$ cat config.mk
export PLATFORM = sky130hd
export DESIGN_NAME = axi4_stream_acq_flat
export DESIGN_NICKNAME = d
export VERILOG_FILES = /design/src/rtl/axi4_stream_if.sv /design/src/rtl/axi4_stream_acq.sv /design/src/flat_wrapper.sv
export SDC_FILE = /design/constraint.sdc
export NUM_CORES = 1
export LEC_CHECK = 0
export BUFFER_PORTS_ARGS = -buffer_cell sky130_fd_sc_hd__buf_2
export CAP_MARGIN = 40
export CELL_PAD_IN_SITES_DETAIL_PLACEMENT = 0
export CELL_PAD_IN_SITES_GLOBAL_PLACEMENT = 1
export CORE_MARGIN = 4
export CORE_UTILIZATION = 25
export CTS_CLUSTER_DIAMETER = 200
export DETAILED_ROUTE_END_ITERATION = 8
export GPL_ROUTABILITY_DRIVEN = 0
export PLACE_DENSITY_LB_ADDON = 0.3
export SLEW_MARGIN = 20
export SYNTH_ARGS = -nofsm -noshare
export SYNTH_HDL_FRONTEND = slang
export SYNTH_SLANG_ARGS = --single-unit
$ cat constraint.sdc
create_clock -name clk -period 6.16 [get_ports clk]
set_input_delay 0.308 -clock clk [delete_from_list [all_inputs] [get_ports clk]]
set_output_delay 0.308 -clock clk [all_outputs]
set_load 0.05 [all_outputs]
$ cat src/rtl/axi4_stream_if.sv
// AXI4-Stream bundle shared by the acquisition input and output ports.
// Modport d is the data sink (consumes TDATA, drives TREADY); s is the data source.
interface axi4_stream_if #(
    parameter int  DN = 1,
    parameter type DT = logic [8-1:0]
);
    DT [DN-1:0]    TDATA;
    logic [DN-1:0] TKEEP;
    logic          TLAST;
    logic          TVALID;
    logic          TREADY;

    modport d (input TDATA, TKEEP, TLAST, TVALID, output TREADY);
    modport s (output TDATA, TKEEP, TLAST, TVALID, input TREADY);
endinterface

$ cat src/rtl/axi4_stream_acq.sv
// Trigger-based stream acquisition: forwards pre-trigger and post-trigger samples
// from a free-running input stream into a one-deep output register, marking the last with TLAST.
module axi4_stream_acq #(
    parameter int  DN = 1,
    parameter type DT = logic [8-1:0],
    parameter int  CW = 32
) (
    input  logic          clk,
    input  logic          rstn,
    input  logic          ctl_rst,
    input  logic          ctl_acq,
    input  logic          ctl_stp,
    input  logic          trg,
    input  logic [CW-1:0] cfg_pre,
    input  logic [CW-1:0] cfg_pst,
    output logic          sts_run,
    output logic          sts_trg,
    output logic [CW-1:0] sts_pre,
    output logic [CW-1:0] sts_pst,
    output logic [1:0]    dbg_state,
    axi4_stream_if.d      sti,
    axi4_stream_if.s      sto
);
    typedef enum logic [1:0] {IDLE = 2'd0, PRE = 2'd1, ARM = 2'd2, POST = 2'd3} state_e;

    state_e        state_q, state_d;
    logic [CW-1:0] pre_q, pre_d, pst_q, pst_d;
    DT [DN-1:0]    tdata_q;
    logic [DN-1:0] tkeep_q;
    logic          tlast_q, tvalid_q;
    logic          load, load_last;
    logic          in_ready, in_xfer, out_xfer;
    logic [CW-1:0] pre_inc, pst_inc;

    // Handshake: a beat moves when VALID and READY are both high at a rising edge;
    // VALID never depends on READY, and the input is ready whenever the output slot is free or draining.
    assign in_ready = ~tvalid_q | sto.TREADY;
    assign in_xfer  = sti.TVALID & in_ready;
    assign out_xfer = tvalid_q & sto.TREADY;
    assign pre_inc  = pre_q + CW'(1);
    assign pst_inc  = pst_q + CW'(1);

    always_comb begin
        state_d   = state_q;
        pre_d     = pre_q;
        pst_d     = pst_q;
        load      = 1'b0;
        load_last = 1'b0;
        if (ctl_rst) begin
            state_d = IDLE;
            pre_d   = '0;
            pst_d   = '0;
        end else if (ctl_stp) begin
            state_d = IDLE;
        end else begin
            case (state_q)
                IDLE: if (ctl_acq) begin
                    pre_d   = '0;
                    pst_d   = '0;
                    state_d = (cfg_pre != '0) ? PRE : ARM;
                end
                PRE: if (in_xfer) begin
                    load  = 1'b1;
                    pre_d = pre_inc;
                    if (pre_inc == cfg_pre) state_d = ARM;
                end
                ARM: if (in_xfer) begin
                    load = 1'b1;
                    if (trg) begin
                        pst_d = CW'(1);
                        if (cfg_pst <= CW'(1)) begin
                            load_last = 1'b1;
                            state_d   = IDLE;
                        end else begin
                            state_d = POST;
                        end
                    end else if (~&pre_q) begin
                        pre_d = pre_inc;
                    end
                end
                POST: if (in_xfer) begin
                    load  = 1'b1;
                    pst_d = pst_inc;
                    if (pst_inc == cfg_pst) begin
                        load_last = 1'b1;
                        state_d   = IDLE;
                    end
                end
                default: state_d = IDLE;
            endcase
        end
    end

    always_ff @(posedge clk or negedge rstn) begin
        if (!rstn) begin
            state_q <= IDLE;
            pre_q   <= '0;
            pst_q   <= '0;
        end else begin
            state_q <= state_d;
            pre_q   <= pre_d;
            pst_q   <= pst_d;
        end
    end

    // A held sample survives an abort: only ctl_rst or delivery empties the slot.
    always_ff @(posedge clk or negedge rstn) begin
        if (!rstn) begin
            tdata_q  <= '0;
            tkeep_q  <= '0;
            tlast_q  <= 1'b0;
            tvalid_q <= 1'b0;
        end else if (ctl_rst) begin
            tlast_q  <= 1'b0;
            tvalid_q <= 1'b0;
        end else if (load) begin
            tdata_q  <= sti.TDATA;
            tkeep_q  <= sti.TKEEP;
            tlast_q  <= load_last;
            tvalid_q <= 1'b1;
        end else if (out_xfer) begin
            tvalid_q <= 1'b0;
        end
    end

    assign sti.TREADY = in_ready;
    assign sto.TDATA  = tdata_q;
    assign sto.TKEEP  = tkeep_q;
    assign sto.TLAST  = tlast_q;
    assign sto.TVALID = tvalid_q;

    assign sts_run   = (state_q != IDLE);
    assign sts_trg   = (state_q == POST);
    assign sts_pre   = pre_q;
    assign sts_pst   = pst_q;
    assign dbg_state = state_q;
endmodule

$ cat src/flat_wrapper.sv
// flat-port wrapper written by rule: the top's interface ports become plain ports
module axi4_stream_acq_flat 
#(
    parameter int  DN = 1,
    parameter type DT = logic [8-1:0],
    parameter int  CW = 32
)
  (clk, rstn, ctl_rst, ctl_acq, ctl_stp, trg, cfg_pre, cfg_pst, sts_run, sts_trg, sts_pre, sts_pst, dbg_state, sti_TDATA, sti_TKEEP, sti_TLAST, sti_TVALID, sti_TREADY, sto_TDATA, sto_TKEEP, sto_TLAST, sto_TVALID, sto_TREADY);
  axi4_stream_if #(.DN(DN), .DT(DT)) sti_i ();
  axi4_stream_if #(.DN(DN), .DT(DT)) sto_i ();
  input  logic clk;
  input  logic rstn;
  input  logic ctl_rst;
  input  logic ctl_acq;
  input  logic ctl_stp;
  input  logic trg;
  input  logic [CW-1:0] cfg_pre;
  input  logic [CW-1:0] cfg_pst;
  output logic sts_run;
  output logic sts_trg;
  output logic [CW-1:0] sts_pre;
  output logic [CW-1:0] sts_pst;
  output logic [1:0] dbg_state;
  input wire logic [$bits(sti_i.TDATA)-1:0] sti_TDATA;
  input wire logic [$bits(sti_i.TKEEP)-1:0] sti_TKEEP;
  input wire logic [$bits(sti_i.TLAST)-1:0] sti_TLAST;
  input wire logic [$bits(sti_i.TVALID)-1:0] sti_TVALID;
  output wire logic [$bits(sti_i.TREADY)-1:0] sti_TREADY;
  output wire logic [$bits(sto_i.TDATA)-1:0] sto_TDATA;
  output wire logic [$bits(sto_i.TKEEP)-1:0] sto_TKEEP;
  output wire logic [$bits(sto_i.TLAST)-1:0] sto_TLAST;
  output wire logic [$bits(sto_i.TVALID)-1:0] sto_TVALID;
  input wire logic [$bits(sto_i.TREADY)-1:0] sto_TREADY;
  assign sti_i.TDATA = sti_TDATA;
  assign sti_i.TKEEP = sti_TKEEP;
  assign sti_i.TLAST = sti_TLAST;
  assign sti_i.TVALID = sti_TVALID;
  assign sti_TREADY = sti_i.TREADY;
  assign sto_TDATA = sto_i.TDATA;
  assign sto_TKEEP = sto_i.TKEEP;
  assign sto_TLAST = sto_i.TLAST;
  assign sto_TVALID = sto_i.TVALID;
  assign sto_i.TREADY = sto_TREADY;
  axi4_stream_acq #(.DN(DN), .DT(DT), .CW(CW)) u_core (.clk(clk), .rstn(rstn), .ctl_rst(ctl_rst), .ctl_acq(ctl_acq), .ctl_stp(ctl_stp), .trg(trg), .cfg_pre(cfg_pre), .cfg_pst(cfg_pst), .sts_run(sts_run), .sts_trg(sts_trg), .sts_pre(sts_pre), .sts_pst(sts_pst), .dbg_state(dbg_state), .sti(sti_i), .sto(sto_i));
endmodule
After elaboration in Yosys (flattened, before gate mapping)
Index checks and enable logic that the tools add are counted.
- add/sub/neg operators: 2
- magnitude comparators: 1
- eq/ne operators: 20
- mux-type cells: 42
- bitwise gates (word level): 5
- reductions and logical operators: 13
- operators with widths (kind ; number):
    $mux 32 ; 12
    $pmux 32 s3 ; 2
    $add 32x1->32 const B ; 2
    $eq 32x32->1 ; 2
    $le 32x1->1 const B ; 1
    $reduce_and 32->1 ; 1
    $reduce_bool 32->1 ; 1
    $mux 2 ; 11
    $ne 4x3->1 const B ; 5
    $mux 1 ; 15
    $reduce_and 7->1 ; 2
    $ne 3x3->1 const B ; 4
    $ne 3x2->1 const B ; 3
    $ne 4x4->1 const B ; 2
    $pmux 2 s4 ; 1
    $reduce_bool 4->1 ; 2
    $reduce_and 6->1 ; 1
    $eq 2x2->1 const B ; 2
    $reduce_bool 2->1 ; 2
    $reduce_bool 3->1 ; 1
    $reduce_or 3->1 ; 1
    $and 1x1->1 ; 2
    $eq 2x1->1 const B ; 1
    $logic_not 2->1 ; 1
    other kinds (5) ; 6
- flip-flop bits (word level): 77
- bits of input ports: 82
- word-level logic and storage cells: 90

Logic depth before layout (Yosys ltp)
Gate-level depths: netlist of run 1.
- depth after elaboration: 9
- depth in mapped cells: 12
- gate-level depth less buffers: 11

Least setup slack after synthesis of run 1
No wires, ideal clock.
- path kind: register -> register
- start point: register u_core.pst_q[0] (netlist: u_core.sts_pst[0])
- end point: register u_core.state_q[0] (netlist: u_core.dbg_state[0])
- arrival: 3236 ps
- setup slack: 2844 ps
- cell stages (with the launch flop): 12
- cell sequence: dfrtp_1 ha_1 nand3_1 buf_2 nor4_2 and3_1 clkbuf_1 a211oi_1 a211oi_1 o2111ai_2 a2111oi_4 mux2i_1
- longest elaborated chain between the ends: 4
- ends and longest elaborated chain (element ; line ; text):
    start, declared ; axi4_stream_acq.sv:27 ; logic [CW-1:0] pre_q, pre_d, pst_q, pst_d;
    start signal, assigned ; axi4_stream_acq.sv:102 ; pst_q <= pst_d;
    $add 32x1->32 ; axi4_stream_acq.sv:41 ; assign pst_inc = pst_q + CW'(1);
    $eq 32x32->1 ; axi4_stream_acq.sv:84 ; if (pst_inc == cfg_pst) begin
    $ne 4x3->1 (no line) ; - ;
    $reduce_and 7->1 (no line) ; - ;
    end signal, assigned ; axi4_stream_acq.sv:100 ; state_q <= state_d;
    end, declared ; axi4_stream_acq.sv:26 ; state_e state_q, state_d;
No other way between the ends.
A chain may end at the register's enable or synchronous reset.

Final worst setup path of run 1
- start point: register u_core.pst_q[3] (netlist: u_core.sts_pst[3])
- end point: register u_core.state_q[1] (netlist: u_core.dbg_state[1])
The elaborated chain is that of the path after synthesis.

==> impl_metrics.tcl, run 1 <==
set metrics [dict create \
    status "complete, no violations" \
    synthMuxAreaShare 0.0340 \
    drv_cap 0 \
    drv_slew 0 \
    numCtsBuffers 9 \
    drive_gt1_frac 0.223 \
    place_inst 1244 \
    io_pins 162 \
    grt_pass1_vias 6311 \
    vias_per_cell 5.17 \
    p_per_area_nw_per_um2 175 \
    hpwl_mm 17.7 \
    synth_flop_cell "dfrtp_1" \
    die_width_um 167 \
    rsz0062_at_grt "false" \
    relSlewSlack 0.372 \
    grt_max_degree 50 \
    finClkSkew_ps 11.1 \
    critPathLaunchType "register" \
    crit_chain "nand4_2, nor4_1, xnor2_1, nor3_1, o2111ai_1, nor4_1, o2111ai_2, a2111oi_4, mux2i_1" \
    ys_types 65 \
    yosysSeqAreaShare 0.304 \
    place_ws_ps 2410 \
    min_period_over_period 0.621 \
    clockBufferDepth 2 \
    yosys_register_bits 77 \
    rows 57 \
    cp_slowest_stage_delay_ps 840 \
    cp_data_required_time_ps 6430 \
    critical_path_arrival_ps 4090 \
    ys_warn_count 0 \
    first_pass_iters 5 \
    setup_tns_ps 0 \
    syn_inst 805 \
    path_delay_family "simple AND/OR/NAND/NOR gates" \
    synth_area_um2 6330 \
    antenna_found_initial 0 \
    clk_pin_slew_ps 60 \
    via_count 6519 \
    floorplan.initialDensity 0.257 \
    end_kind "register" \
    synth-compound-area-share 0.195 \
    route.detailed.wl_per_inst_um 18.8 \
    nets 1020 \
    grt_pass1_wl_mm 37.3 \
    max_freq_ghz 0.262 \
    cp_slowest_cell "nor4_1" \
    diodes 0 \
    power_frac_seq 0.401 \
    crit_path_max_fanout 13 \
    synth_top_family_by_area "simple AND/OR/NAND/NOR gates" \
    p_int_w 0.000910 \
    fill_cells 2705 \
    wirelength_mm 23.7 \
    htree_levels 3 \
    die_area_um2 27900 \
    gr-total-overflow 0 \
    synth-xor-area-share 0.120 \
    post_cts_resized 0 \
    cts_tree "yes" \
    clockRootBuffer "clkbuf_16" \
    finalWorstSetupSlack_ps 2340 \
    finalHoldViolations 0 \
    p_sw_frac 0.324 \
    crit_buf_inv 0 \
    synthAdderAreaFrac 0.0150 \
    area_growth_pct 21.1 \
    clock-sinks 77 \
    async_flop_share 1.00 \
    clk_latency_ps 350 \
    cpMostUsedCell "nor4_1" \
    p_sw_w 0.000435 \
    setup_viol 0 \
    avgSynthCellArea_um2 7.87 \
    power.share.clock 0.391 \
    finalCriticalPeriod_ps 3820 \
    synth-simple-area-share 0.286 \
    layout_common_cells "buf_2 (159), nand2_1 (105), o21ai_0 (90)" \
    numPortBuffers 160 \
    p_leak_nw 3.21 \
    vdd_ir_drop_max_mv 0.122 \
    comb_power_share 0.208 \
    coreArea_um2 24600 \
    drc_errors 0 \
    die_h_um 167 \
    min_path_type "input pin to register" \
    layout.cells.non_filler 1260 \
    crit_type "register to register" \
    drtAntennaViolNets 0 \
    worst_pin_slew_ps 934 \
    drt_first_iter_violations 447 \
    final_common_cell "buf_2" \
    grtUsageTotal 0.166 \
    syn_nets 893 \
    synth_edf_count 0 \
]
## synthesized netlist by cell type (5+ instances only)
master	n	area (um^2)
a211oi_1	6	45.0
a21oi_1	22	110
a31oi_1	8	50.1
and2_1	5	31.3
and3_1	14	87.6
and4_1	9	78.8
buf_2	19	95.1
clkbuf_1	31	116
dfrtp_1	77	1930
ha_1	6	75.1
inv_1	15	56.3
mux2_2	12	135
mux2i_1	8	80.1
nand2_1	105	394
nand2b_1	10	62.6
nand3_1	36	180
nand4_1	28	175
nor2_1	64	240
nor2b_1	5	31.3
nor3_1	21	105
nor4_1	25	156
nor4_2	5	62.6
o21ai_0	90	450
o31ai_1	30	225
o41ai_1	10	87.6
or4_1	5	37.5
xnor2_1	56	490
xor2_1	31	272
## worst paths after layout
check	from	to	slack (ps)	cells after the start
worst max-delay path	u_core.sts_pst[3]	u_core.dbg_state[1]	2340	9
worst min-delay path	sti_TDATA[5]	u_core.sto.TDATA[5]	190	2
worst max register to register	u_core.sts_pst[3]	u_core.dbg_state[1]	2340	9
worst min register to register	u_core.sto.TDATA[6]	u_core.sto.TDATA[6]	500	1
max in group asynchronous	rstn	u_core.sts_pst[3]	4670	3
min in group asynchronous	rstn	u_core.sts_pst[18]	430	2
## stage by stage
| step | total power, W | hold WS [ps] | area (um^2) | utilization |
|---|---|---|---|---|
| finish | 0.00135 | 187 | 7670 | 0.312 |
| global route | 0.00141 | 173 | 7670 | 0.312 |
| CTS | 0.00137 | 164 | 7670 | 0.312 |
| detailed placement | 0.000831 | 275 | 7380 | 0.300 |
| global placement | 0.000830 | 277 | 7370 | 0.300 |
| floorplan | 0.000723 | 12.4 | 6330 | - |
## layer usage
layer / global-route usage / share of wire
met5: 0 / 0
met4: 0.0378 / 0.015
met3: 0.0356 / 0.059
met2: 0.260 / 0.45
met1: 0.236 / 0.47
## power by group through the flow
stage	logic (W)	registers (W)	clock network (W)
2_1_floorplan	0.000102	0.000621	0
3_3_place_gp	0.000282	0.000548	0
3_5_place_dp	0.000282	0.000549	0
4_1_cts	0.000284	0.000539	0.000550
5_1_grt	0.000304	0.000543	0.000565
6_report	0.000280	0.000539	0.000526
## sequential cells by signal, indices dropped and copies added (netlist names)
name and flops:
u_core.sto.TLAST 1, u_core.sts_pre 32, u_core.sto.TKEEP 1, u_core.sto.TVALID 1, u_core.dbg_state 2, u_core.sto.TDATA 8
u_core.sts_pst 32
## layout make-up
type | count | area [um^2] | area share
multi-input combinational | 660 | 4130 | 0.538
inverter | 15 | 56.3 | 0.00734
sequential | 77 | 1930 | 0.251
timing repair buffer | 169 | 877 | 0.114
clock inverter | 3 | 21.3 | 0.00277
tap | 324 | 405 | 0.0529
clock buffer | 12 | 256 | 0.0334
## repair_timing
action / 4_1_cts / 5_1_grt
buffers inserted: 0 / 0
endpoints found under the hold margin: 28 / 0
hold buffers: 1 / 0
## worst register-to-register path, delay by kind of cell (launching register included)
kind / cells / cell delay [ps]
AND/OR/NAND/NOR: 4 / 1810
AO/OA/AOI/OAI: 3 / 980
flip-flops: 1 / 580
multiplexers: 1 / 220
XOR/XNOR: 1 / 170
## kinds of logic after synthesis
family	count (synthesis)
compound gates	194
xor+xnor	87
fa+ha+maj	8
buf+inv	68
flops	77
mux	20
simple gates	351
No activity file was read; power rests on OpenSTA's default activity.
==> run 2, diff against run 1 <==
==> constraint.sdc (replaced) <==
create_clock -name clk -period 3.6 [get_ports clk]
set_input_delay 0.18 -clock clk [delete_from_list [all_inputs] [get_ports clk]]
set_output_delay 0.18 -clock clk [all_outputs]
set_load 0.05 [all_outputs]
==> run 2 against run 1 <==
  * Global-route usage grew 0.46 points
  * Final cell count grew 4.0%
  * Non-clock buffer count grew 51
  * Clock skew grew 4.4 ps
  * Worst setup slack lost 2100 ps
  * Sequential power grew 71%
  * Via count grew 4.2%
  * First-iteration DRC count shrank 14%
  * Clock-buffer cell count shrank 1
  * Maximum frequency grew 15%
  * Die area is the same
  * Critical path type unchanged
  * Largest cell class unchanged
==> impl_metrics.tcl, run 2 (synthesis results as in run 1) <==
set metrics [dict create \
    htree_levels 3 \
    cpMostUsedCell "mux2i_1" \
    clockBufferDepth 2 \
    setup_tns_ps 0 \
    max_freq_ghz 0.302 \
    min_period_over_period 0.921 \
    cp_slowest_cell "or4_1" \
    multi_input_area_um2 4130 \
    clk_latency_ps 350 \
    cp_data_required_time_ps 3860 \
    relSlewSlack 0.542 \
    die_width_um 167 \
    drv_cap 0 \
    coreArea_um2 24600 \
    final_area_um2 8080 \
    floorplan.initialDensity 0.257 \
    final_common_cell "buf_2" \
    antenna_found_initial 0 \
    min_path_type "input pin to register" \
    drive_gt1_frac 0.264 \
    finClkSkew_ps 15.5 \
    p_per_area_nw_per_um2 294 \
    finalCriticalPeriod_ps 3310 \
    critPathLaunchType "register" \
    rsz0062_at_grt "false" \
    fill_cells 2667 \
    hpwl_mm 18.9 \
    area_growth_pct 27.6 \
    critical_path_arrival_ps 3570 \
    first_pass_iters 5 \
    post_cts_resized 0 \
    layout_common_cells "buf_2 (159), nand2_1 (105), o21ai_0 (90)" \
    wirelength_mm 24.5 \
    cp_slowest_stage_delay_ps 740 \
    crit_type "register to register" \
    end_kind "register" \
    drv_slew 0 \
    vdd_ir_drop_max_mv 0.198 \
    crit_chain "ha_1, nand3_1, or4_1, mux2i_1, nand2_1, o31ai_1, nor4_1, o2111ai_2, a2111oi_4, mux2i_1" \
    grt_pass1_vias 6564 \
    crit_path_max_fanout 8 \
    grtUsageTotal 0.171 \
    setup_viol 0 \
    numCtsBuffers 9 \
    diodes 0 \
    drc_errors 0 \
    drt_first_iter_violations 383 \
    grt_pass1_wl_mm 38.4 \
    nets 1071 \
    seqCellArea_um2 1930 \
    route.detailed.wl_per_inst_um 18.7 \
    clk_pin_slew_ps 70 \
    vias_per_cell 5.18 \
    cts_tree "yes" \
    finalHoldViolations 0 \
    rows 57 \
    place_area_um2 7770 \
    p_leak_nw 3.49 \
    clockRootBuffer "clkbuf_16" \
    gr-total-overflow 0 \
    drtAntennaViolNets 0 \
    die_area_um2 27900 \
    status "complete, no violations" \
    io_pins 162 \
    clock-sinks 77 \
    grt_max_degree 37 \
    numPortBuffers 160 \
    via_count 6795 \
    crit_buf_inv 0 \
    path_delay_family "simple AND/OR/NAND/NOR gates" \
    die_h_um 167 \
    worst_pin_slew_ps 680 \
]
## run 2: final timing paths
check / to / slack, ps / from / cells after the start
max in group asynchronous: u_core.sts_pst[11] / 2380 / rstn / 4
worst min register to register: u_core.sto.TDATA[6] / 500 / u_core.sto.TDATA[6] / 1
worst max register to register: u_core.dbg_state[1] / 290 / u_core.sts_pst[1] / 10
min in group asynchronous: u_core.sts_pst[19] / 270 / rstn / 2
worst min-delay path: u_core.sto.TDATA[5] / 60 / sti_TDATA[5] / 2
worst max-delay path: u_core.dbg_state[1] / 290 / u_core.sts_pst[1] / 10
## run 2: final cells by class
cell class / count / area share
multi-input combinational: 660 / 0.510
clock buffer: 11 / 0.0313
sequential: 77 / 0.238
timing repair buffer: 220 / 0.157
clock inverter: 4 / 0.00588
tap: 324 / 0.0501
inverter: 15 / 0.00696
## run 2: report_power, final
part / internal (W) / switching, W / total (W)
Sequential: 0.000900 / 0.0000186 / 0.000919
Clock: 0.000570 / 0.000397 / 0.000967
Combinational: 0.000159 / 0.000330 / 0.000489
## run 2: what timing repair did
| item | 4_1_cts | 5_1_grt |
|---|---|---|
| setup buffers | 0 | 0 |
| hold buffers | 1 | 0 |
| endpoints found under the hold margin | 21 | 0 |
## run 2: through the flow
step	cells	setup WS, ps	hold WS [ps]	power, W	utilization
after floorplan	805	284	-116	0.00124	-
after global placement	1294	336	339	0.00142	0.315
after detailed placement	1295	285	109	0.00143	0.316
after CTS	1311	274	40.5	0.00242	0.329
after global routing	1311	78.1	48.7	0.00249	0.329
final	1311	285	59.3	0.00237	0.329
## run 2: per-layer routing
layer  vias up  part of all wire  routed length, um  global-route usage
met5         -                 0                  0                   0
met4         0             0.016                382              0.0406
met3        21             0.047               1160              0.0316
met2       189              0.46              11300               0.272
met1      3285              0.48              11700               0.240
li1       3300                 -                  -                   -
==> run 3, diff against run 2 <==
--- a/config.mk
+++ b/config.mk
@@ -15,6 +15,7 @@
 export DETAILED_ROUTE_END_ITERATION = 8
 export GPL_ROUTABILITY_DRIVEN = 0
 export PLACE_DENSITY_LB_ADDON = 0.3
+export SETUP_SLACK_MARGIN = 0.2
 export SLEW_MARGIN = 20
 export SYNTH_ARGS = -nofsm -noshare
 export SYNTH_HDL_FRONTEND = slang
==> constraint.sdc (replaced) <==
create_clock -name clk -period 3.6 [get_ports clk]
set_input_delay 0.36 -clock clk [delete_from_list [all_inputs] [get_ports clk]]
set_output_delay 0.36 -clock clk [all_outputs]
set_load 0.05 [all_outputs]
==> run 3 against run 2 <==
  * First-iteration DRC count grew 18%
  * Clock skew shrank 5.9 ps
  * Sequential share of layout area shrank 0.071 points
  * Power grew 0.69%
  * Maximum frequency grew 4.7%
  * Largest power group unchanged
  * Sequential power is essentially flat
  * Worst hold slack gained 180 ps
  * Clock-buffer cell count grew 2
  * Non-clock buffer count shrank 5
  * Wire length shrank 0.74%
  * Largest cell class unchanged
==> impl_metrics.tcl, run 3 (synthesis results as in run 1) <==
set metrics [dict create \
    drv_cap 0 \
    crit_type "register to register" \
    vias_per_cell 5.13 \
    clk_pin_slew_ps 60 \
    final_area_um2 8120 \
    drive_gt1_frac 0.275 \
    nets 1066 \
    relSlewSlack 0.576 \
    floorplan.initialDensity 0.257 \
    diodes 0 \
    drc_errors 0 \
    cp_data_required_time_ps 3870 \
    crit_chain "ha_1, nand2_1, nor3_2, xnor2_1, o2111ai_1, a2111oi_1, nand4_1, o41a_1, a2111oi_4, mux2i_1" \
    end_kind "register" \
    cp_slowest_stage_delay_ps 530 \
    p_leak_nw 3.50 \
    die_width_um 167 \
    critical_path_arrival_ps 3430 \
    critPathLaunchType "register" \
    grtUsageTotal 0.170 \
    rsz0062_at_grt "false" \
    min_period_over_period 0.880 \
    wirelength_mm 24.3 \
    finalCriticalPeriod_ps 3170 \
    status "complete, no violations" \
    setup_viol 0 \
    numPortBuffers 160 \
    clockRootBuffer "clkbuf_16" \
    io_pins 162 \
    htree_levels 3 \
    vdd_ir_drop_max_mv 0.207 \
    route.detailed.wl_per_inst_um 18.6 \
    finalHoldViolations 0 \
    cts_setup_buffers 0 \
    cts_tree "yes" \
    clk_latency_ps 350 \
    p_per_area_nw_per_um2 294 \
    grt_pass1_vias 6472 \
    layout_common_cells "buf_2 (159), nand2_1 (105), o21ai_0 (89)" \
    die_area_um2 27900 \
    die_h_um 167 \
    first_pass_iters 5 \
    area_growth_pct 28.3 \
    worst_pin_slew_ps 636 \
    min_path_type "input pin to register" \
    grt_pass1_wl_mm 38.1 \
    grt_max_degree 37 \
    final_common_cell "buf_2" \
    crit_path_max_fanout 7 \
    gr-total-overflow 0 \
    antenna_found_initial 0 \
    hpwl_mm 18.7 \
    place_area_um2 7720 \
    setup_tns_ps 0 \
    drv_slew 0 \
    coreArea_um2 24600 \
    rows 57 \
    finClkSkew_ps 9.60 \
    max_freq_ghz 0.316 \
    cp_slowest_cell "a2111oi_1" \
    clockBufferDepth 2 \
    drtAntennaViolNets 0 \
    via_count 6708 \
    drt_first_iter_violations 453 \
    clock-sinks 77 \
    numCtsBuffers 9 \
]
run 3: cell count changes in the layout (fill, tap and decap cells not counted), sizes merged:
cell / delta
clkbuf: +2
clkinv: -1
buf: -5
run 3: critical path, delay by kind of cell (launching register included):
family          cells  cell delay, ps
simple gates        3             630
flops               1             460
xor+xnor            1             160
compound gates      4            1410
fa+ha+maj           1             220
mux                 1             220
run 3: path summary, 6_finish.rpt:
path / endpoint / slack [ps] / from / depth (start not counted)
hold / removal: u_core.sto.TDATA[2] / 240 / sti_TDATA[2] / 2
hold reg to reg: u_core.sto.TDATA[2] / 500 / u_core.sto.TDATA[2] / 1
max in group asynchronous: u_core.sts_pre[25] / 2280 / rstn / 3
min in group asynchronous: u_core.sts_pst[21] / 510 / rstn / 2
setup reg to reg: u_core.dbg_state[0] / 430 / u_core.sts_pre[0] / 10
setup / recovery: u_core.dbg_state[0] / 430 / u_core.sts_pre[0] / 10
run 3: metrics by stage:
step           hold slack (ps)  instances  setup slack, ps  utilization  total power [W]
3_5_place_dp               373       1290              180        0.314          0.00143
4_1_cts                    225       1307              226        0.327          0.00243
6_report                   244       1307              433        0.330          0.00239
2_1_floorplan             64.4        805              284            -          0.00124
5_1_grt                    239       1307              203        0.330          0.00251
3_3_place_gp               383       1290              227        0.314          0.00142
run 3: area by class of cell:
class	instances	area [um^2]
clock buffer	13	270
clock inverter	3	42.5
fill	2689	16500
inverter	15	56.3
multi-input combinational	660	4200
sequential	77	1930
tap	324	405
timing repair buffer	215	1220
run 3: repair_timing:
action / in CTS / in global routing
pin swaps: 0 / 3
gates resized for setup: 1 / 19
hold endpoints to repair: 5 / 0
setup endpoints to repair: 2 / 3
hold buffers: 1 / 0
run 3: power breakdown:
group | internal, W | total [W] | leakage, nW | switching (W)
Combinational | 0.000158 | 0.000487 | 2.29 | 0.000330
Sequential | 0.000901 | 0.000918 | 1.06 | 0.0000179
Clock | 0.000594 | 0.000984 | 0.152 | 0.000390
Total | 0.00165 | 0.00239 | 3.50 | 0.000738
run 3: per-layer routing:
metal  routed length (um)  track usage  vias up
met1                11600        0.244     3183
li1                     -            -     3285
met3                 1420       0.0281       27
met2                10900        0.266      213
met4                  471       0.0480        0
met5                    0            0        -
